==> src/rtl/pid_core_mc.sv <==
// Time-multiplexed multi-channel PID core with one shared multiplier.
// Per-channel gains, integrator with anti-windup, and saturated duty output.
module pid_core_mc #(
   parameter int NCH  = 4,
   parameter int W    = 14,
   parameter int KW   = 10,
   parameter int IW   = 18,
   parameter int FRAC = 6,
   localparam int CHW = (NCH > 1) ? $clog2(NCH) : 1
) (
   input  logic           clk,
   input  logic           rst,
   input  logic           meas_vld,
   input  logic [CHW-1:0] meas_ch,
   input  logic [W-1:0]   meas,
   output logic           meas_rdy,
   input  logic           cfg_wr,
   input  logic [CHW-1:0] cfg_ch,
   input  logic [1:0]     cfg_sel,
   input  logic [W-1:0]   cfg_data,
   input  logic           clr_int,
   output logic           duty_vld,
   output logic [CHW-1:0] duty_ch,
   output logic [W-1:0]   duty,
   output logic           busy
);

   localparam int AW = W + KW + 3;
   localparam int PW = W + KW + 1;
   localparam logic [W-1:0] MAXW = {1'b0, {(W-1){1'b1}}};
   localparam logic [W-1:0] MINW = {1'b1, {(W-1){1'b0}}};
   localparam logic [IW-1:0] MAXI = {1'b0, {(IW-1){1'b1}}};
   localparam logic [IW-1:0] MINI = {1'b1, {(IW-1){1'b0}}};

   typedef enum logic [2:0] {
      S_IDLE, S_ERR, S_PT, S_IT, S_DT, S_OUT
   } state_t;

   state_t state_q;

   logic [W-1:0]  sp_q    [NCH];
   logic [KW-1:0] kp_q    [NCH];
   logic [KW-1:0] ki_q    [NCH];
   logic [KW-1:0] kd_q    [NCH];
   logic [IW-1:0] integ_q [NCH];
   logic [W-1:0]  perr_q  [NCH];
   logic [NCH-1:0] satp_q, satn_q;

   logic [CHW-1:0] ch_q;
   logic [W-1:0]   s_meas_q, s_sp_q;
   logic [KW-1:0]  s_kp_q, s_ki_q, s_kd_q;
   logic [W-1:0]   err_q, diff_q;
   logic [AW-1:0]  acc_q;
   logic           duty_vld_q;
   logic [CHW-1:0] duty_ch_q;
   logic [W-1:0]   duty_q;

   logic [W:0]    e_full, d_full;
   logic [W-1:0]  err_d, diff_d;
   logic [IW:0]   i_full;
   logic [IW-1:0] integ_d;
   logic          hold;

   always_comb begin
      e_full = {s_sp_q[W-1], s_sp_q} - {s_meas_q[W-1], s_meas_q};
      if (e_full[W] != e_full[W-1]) err_d = e_full[W] ? MINW : MAXW;
      else                          err_d = e_full[W-1:0];
      d_full = {err_d[W-1], err_d} - {perr_q[ch_q][W-1], perr_q[ch_q]};
      if (d_full[W] != d_full[W-1]) diff_d = d_full[W] ? MINW : MAXW;
      else                          diff_d = d_full[W-1:0];
      i_full = {integ_q[ch_q][IW-1], integ_q[ch_q]}
             + {{(IW+1-W){err_d[W-1]}}, err_d};
      if (i_full[IW] != i_full[IW-1]) integ_d = i_full[IW] ? MINI : MAXI;
      else                            integ_d = i_full[IW-1:0];
      // Freeze the integrator while it would push further into a clip
      hold = (satp_q[ch_q] && !err_d[W-1] && (err_d != '0))
          || (satn_q[ch_q] && err_d[W-1]);
   end

   logic [W-1:0]         mul_a;
   logic [KW-1:0]        mul_b;
   logic signed [PW-1:0] mul_ax, mul_bx, prod, term;
   logic [AW-1:0]        term_x, acc_sum;
   logic [W-1:0]         duty_d;
   logic                 fits, clip_p, clip_n;

   always_comb begin
      case (state_q)
         S_IT: begin
            mul_a = integ_q[ch_q][IW-1 -: W];
            mul_b = s_ki_q;
         end
         S_DT: begin
            mul_a = diff_q;
            mul_b = s_kd_q;
         end
         default: begin
            mul_a = err_q;
            mul_b = s_kp_q;
         end
      endcase
      mul_ax  = {{(PW-W){mul_a[W-1]}}, mul_a};
      mul_bx  = {{(PW-KW){1'b0}}, mul_b};
      prod    = mul_ax * mul_bx;
      term    = prod >>> FRAC;
      term_x  = {{(AW-PW){term[PW-1]}}, term};
      acc_sum = acc_q + term_x;
      fits    = (&acc_sum[AW-1:W-1]) || (~|acc_sum[AW-1:W-1]);
      clip_p  = !fits && !acc_sum[AW-1];
      clip_n  = !fits && acc_sum[AW-1];
      if (clip_p)      duty_d = MAXW;
      else if (clip_n) duty_d = MINW;
      else             duty_d = acc_sum[W-1:0];
   end

   always_ff @(posedge clk or posedge rst) begin
      if (rst) begin
         state_q    <= S_IDLE;
         ch_q       <= '0;
         s_meas_q   <= '0;
         s_sp_q     <= '0;
         s_kp_q     <= '0;
         s_ki_q     <= '0;
         s_kd_q     <= '0;
         err_q      <= '0;
         diff_q     <= '0;
         acc_q      <= '0;
         duty_vld_q <= 1'b0;
         duty_ch_q  <= '0;
         duty_q     <= '0;
         satp_q     <= '0;
         satn_q     <= '0;
         for (int i = 0; i < NCH; i++) begin
            sp_q[i]    <= '0;
            kp_q[i]    <= '0;
            ki_q[i]    <= '0;
            kd_q[i]    <= '0;
            integ_q[i] <= '0;
            perr_q[i]  <= '0;
         end
      end else begin
         duty_vld_q <= 1'b0;
         if (cfg_wr && (int'(cfg_ch) < NCH)) begin
            case (cfg_sel)
               2'd0:    sp_q[cfg_ch] <= cfg_data;
               2'd1:    kp_q[cfg_ch] <= cfg_data[KW-1:0];
               2'd2:    ki_q[cfg_ch] <= cfg_data[KW-1:0];
               default: kd_q[cfg_ch] <= cfg_data[KW-1:0];
            endcase
         end
         case (state_q)
            S_IDLE: begin
               // Out-of-range channels are consumed without a result
               if (meas_vld && (int'(meas_ch) < NCH)) begin
                  ch_q     <= meas_ch;
                  s_meas_q <= meas;
                  s_sp_q   <= sp_q[meas_ch];
                  s_kp_q   <= kp_q[meas_ch];
                  s_ki_q   <= ki_q[meas_ch];
                  s_kd_q   <= kd_q[meas_ch];
                  state_q  <= S_ERR;
               end
            end
            S_ERR: begin
               err_q        <= err_d;
               diff_q       <= diff_d;
               perr_q[ch_q] <= err_d;
               if (!hold) integ_q[ch_q] <= integ_d;
               state_q <= S_PT;
            end
            S_PT: begin
               acc_q   <= term_x;
               state_q <= S_IT;
            end
            S_IT: begin
               acc_q   <= acc_sum;
               state_q <= S_DT;
            end
            S_DT: begin
               acc_q        <= acc_sum;
               duty_q       <= duty_d;
               duty_ch_q    <= ch_q;
               duty_vld_q   <= 1'b1;
               satp_q[ch_q] <= clip_p;
               satn_q[ch_q] <= clip_n;
               state_q      <= S_OUT;
            end
            default: state_q <= S_IDLE;
         endcase
         if (clr_int) begin
            satp_q <= '0;
            satn_q <= '0;
            for (int i = 0; i < NCH; i++) begin
               integ_q[i] <= '0;
               perr_q[i]  <= '0;
            end
         end
      end
   end

   assign meas_rdy = (state_q == S_IDLE);
   assign busy     = (state_q != S_IDLE);
   assign duty_vld = duty_vld_q;
   assign duty_ch  = duty_ch_q;
   assign duty     = duty_q;

endmodule

==> config.mk <==
export PLATFORM = sky130hd
export DESIGN_NAME = pid_core_mc
export DESIGN_NICKNAME = d
export VERILOG_FILES = /design/src/rtl/pid_core_mc.sv
export SDC_FILE = /design/constraint.sdc
export NUM_CORES = 1
export LEC_CHECK = 0
export ABC_AREA = 1
export CAP_MARGIN = 0
export CELL_PAD_IN_SITES_DETAIL_PLACEMENT = 2
export CELL_PAD_IN_SITES_GLOBAL_PLACEMENT = 2
export CORE_MARGIN = 1.5
export CORE_UTILIZATION = 39
export DETAILED_ROUTE_END_ITERATION = 8
export PLACE_DENSITY_LB_ADDON = 0.1
export SLEW_MARGIN = 0
export SYNTH_ARGS = -nofsm -noshare
export SYNTH_HDL_FRONTEND = slang
export SYNTH_SLANG_ARGS = --single-unit
==> constraint.sdc <==
create_clock -name clk -period 19.2 [get_ports clk]
set_clock_uncertainty 0.05 [all_clocks]
set_input_delay 3.84 -clock clk [delete_from_list [all_inputs] [get_ports clk]]
set_output_delay 3.84 -clock clk [all_outputs]
set_load 0.02 [all_outputs]
==> impl_summary.md <==
Status
The flow ran to the end, and the final reports show no timing, DRC or antenna violations.

Worst setup path
The required time at the worst-slack endpoint is 19.64 ns. The maximum net fanout on the critical path is 36. The number of buffers and inverters on the critical path is 7. STA classifies the critical path startpoint as a flop. The capturing element type of the critical path is a flop. The cell at the slowest stage of the critical path is nor2_4. The family of cells with the greatest summed delay on the critical path is simple AND/OR/NAND/NOR gates.

The cell seen most often among critical-path stages is nand2_1. The start-to-end type of the worst setup path is flop to flop. The endpoint arrival time on the critical path is 11.86 ns. The largest single stage delay on the critical path is 0.93 ns.

Synthesis
The primary flip-flop cell chosen by synthesis mapping is dfrtp_1. The synthesized cell area is 28600 um2. By area the synthesized netlist is led by dfrtp_1 (39%), nand2_1 (12%), fa_1 (9.2%), o21ai_0 (7.3%), inv_1 (6.2%). The count of state elements after synthesis is 447.

The synthesized net count is 3914. Summed over all instances, the cell type with the most area after synthesis is dfrtp_1. In the synthesized netlist, the cells that appear most often are nand2_1 (884), inv_1 (470), dfrtp_1 (447), o21ai_0 (418), nor2_1 (306). Yosys mapped a number of flops with a built-in enable equal to 0. In this run, distinct cell masters in the synthesized netlist total 51. In this run the biggest area consumer among cell types represents 39.1% of the synthesized area. Of all flip-flops after synthesis, the portion carrying an async set or reset was 100%. The library cell with the highest instance count after synthesis is nand2_1. The mean instance size in the synthesized netlist is 7.92 um2. Synthesis produced 3615 cells. The part of the Yosys area used for sequential elements is 39.1%. The count of warnings emitted by yosys is 0.

STA
The post-route worst setup slack is 7.78 ns. The final number of setup-violating endpoints is 0. The final hold violation count came to 0. At the pin with the least slew margin, the transition time is 1.26 ns. Timing would allow up to 0.0876 GHz.

Setup repair after global routing left no endpoint under its margin. In the finished design, the share of the clock period the worst path needs comes to 59.5%. The number of max-slew violations in the final report is 0.

The final sum of negative setup slack is 0 ns. The worst slew margin relative to its limit is 15.7%. The time the worst path needs with I/O delays and setup is 11.42 ns.

GRT
The number of antenna violations at the first check in global routing is 0. Global routing consumed, on the met1 layer, 36.5% of the routing resources. Global routing used 49.3% of the available met2 tracks. Entering global routing, the biggest net connects 137 pins.

In this run the most used layer during global routing was met2. Global routing consumed, on the met3 layer, 2.68% of the routing resources. The sum of overflow across all layers after global routing is 0. The number of global-route vias before repair is 28947.

The first global-routing pass estimated 166000 um of wire. The overall track demand over capacity in global routing is 28.0%.

Detailed routing
The number of routed nets with antenna violations is 0. For this block, the routed nets add up to 103000 um of wire. The routed length per instance is 22.4 um. The number of DRC markers after the initial detailed-route iteration is 1183. For this run, design rule violations remaining after detail routing come to 0.

In the routed layout, each cell is associated on average with a via count of 5.50. The first detailed-routing pass ran for 5 iterations. The count of vias placed by the detailed router is 25364.

Final layout
The count of fill cells added during filler insertion is 8190. The proportion of layout cells with a drive suffix above 1 is 4.49%. The net count of the finished layout is 3908.

0 antenna diodes ended up in the layout. Compared with the post-synthesis result, the final layout area differs by 11.0%. Measured on the finished design, the core utilization comes to 43.6%. The finished cells cover 31800 um2.

Clock network
The post-cts resize count is 0. The TritonCTS clock tree is built. Clock tree synthesis selected as its root buffer the cell clkbuf_16. The total CTS buffers is 55. The maximum buffer depth of the clock tree is 3. The clock slew seen by the registers of the worst setup and hold paths is 0.06 ns. The count of H-tree levels built during CTS is 2. For this design, the sink count on the clock tree is 447. The insertion delay to the later sink of the worst-skew pair is 0.64 ns. The number of hold buffers added after cts is 0. The buffer count from post-CTS setup fixing is 0.

Die
The die height is 274 um. The die outline area is 75000 um2. The number of core rows is 99. 58 I/O pins were placed.

The initial utilization of the core area, before any placement, comes to 39.3%. The x dimension of the die is 274 um. The area of the placeable core is 72800 um2.

Place
The HPWL after detailed placement is 74900 um. The congestion estimate from routability-driven global placement came to 0.879. The placed standard-cell area is 30000 um2.

The number of port buffers is 57. Before CTS, the worst setup slack after placement is 7.77 ns.

Worst hold path
The tightest min-delay check is of the flop to flop type.

Job
The max-cap check violation count is 0.
final cells by class:
cell class	count	area, um2	area share [%]
clock buffer	75	1560	4.92
clock inverter	22	206	0.650
inverter	484	1820	5.74
multi-input combinational	2530	15000	47.1
sequential	447	11200	35.2
tap	959	1200	3.78
timing repair buffer	91	833	2.62
cells by family after synthesis:
family	after synthesis	synth area share, %
AOI/OAI and AO/OA	810	15.8
buffers and inverters	638	8.69
and+or+nand+nor	1392	19.5
adders and majority gates	260	14.8
xor gates and xnor gates	68	2.08
DFF	447	39.1
final timing paths:
check                      cells after the start   startpoint  slack [ns]          end
setup / recovery                              42   state_q[1]        7.78      duty[3]
max in group asynchronous                      5          rst       12.23      kp_q[0]
setup reg to reg                              42   state_q[1]        7.78      duty[3]
min in group asynchronous                      2          rst        3.66    s_sp_q[7]
hold / removal                                 2  integ_q[62]        0.42  integ_q[62]
hold reg to reg                                2  integ_q[62]        0.42  integ_q[62]
through the flow:
stage                     cells  hold WS, ns
after detailed placement   4511        0.414
after floorplan            3615        0.392
after global routing       4608        0.448
after global placement     4511        0.404
after CTS                  4608        0.429
final                      4608        0.425
cells in the final DEF (no fill, tap or decap), types with 9 or more instances in the layout:
cell and n:
nand3_1 139, a22oi_1 13, a221oi_1 15, buf_4 33
nand4_1 9, inv_2 9, dfrtp_1 447, xor2_1 52
a21o_1 9, a31oi_1 10, nor2_1 304, inv_1 468
clkbuf_1 10, o21ai_0 418, o221ai_1 9, clkdlybuf4s50_1 56
clkbuf_16 56, a21oi_1 137, clkinv_2 11, nor3_1 22
o211ai_1 14, o22ai_1 149, o21bai_1 14, clkbuf_8 9
ha_1 128, fa_1 132, nand2_1 884, xnor2_1 16
per-layer routing:
layer	wire length (um)	share of wire (%)
met5	0	0
met4	2700	2.6
met3	3150	3.0
met2	51500	50
met1	46100	45
worst reg2reg max path: cells and delay by family, from the launching register on:
kind            cells  cell delay, ns
compound gates      7            1.43
simple gates       21            4.22
flops               1            0.47
fa+ha+maj           7            3.40
buf+inv             7            1.71
registers in the layout, summed over array words and instances, names as in the netlist, 2 cells and up:
signal / cells
acc_q: 27
ki_q: 40
err_q: 14
s_kp_q: 10
state_q: 3
duty: 14
diff_q: 14
satn_q: 4
s_meas_q: 14
s_kd_q: 10
integ_q: 72
kd_q: 40
s_ki_q: 10
duty_ch: 2
sp_q: 56
s_sp_q: 14
ch_q: 2
kp_q: 40
satp_q: 4
perr_q: 56
Power is not shown: default switching activity piles up to over one toggle a cycle in this logic, so the estimate is an artifact.
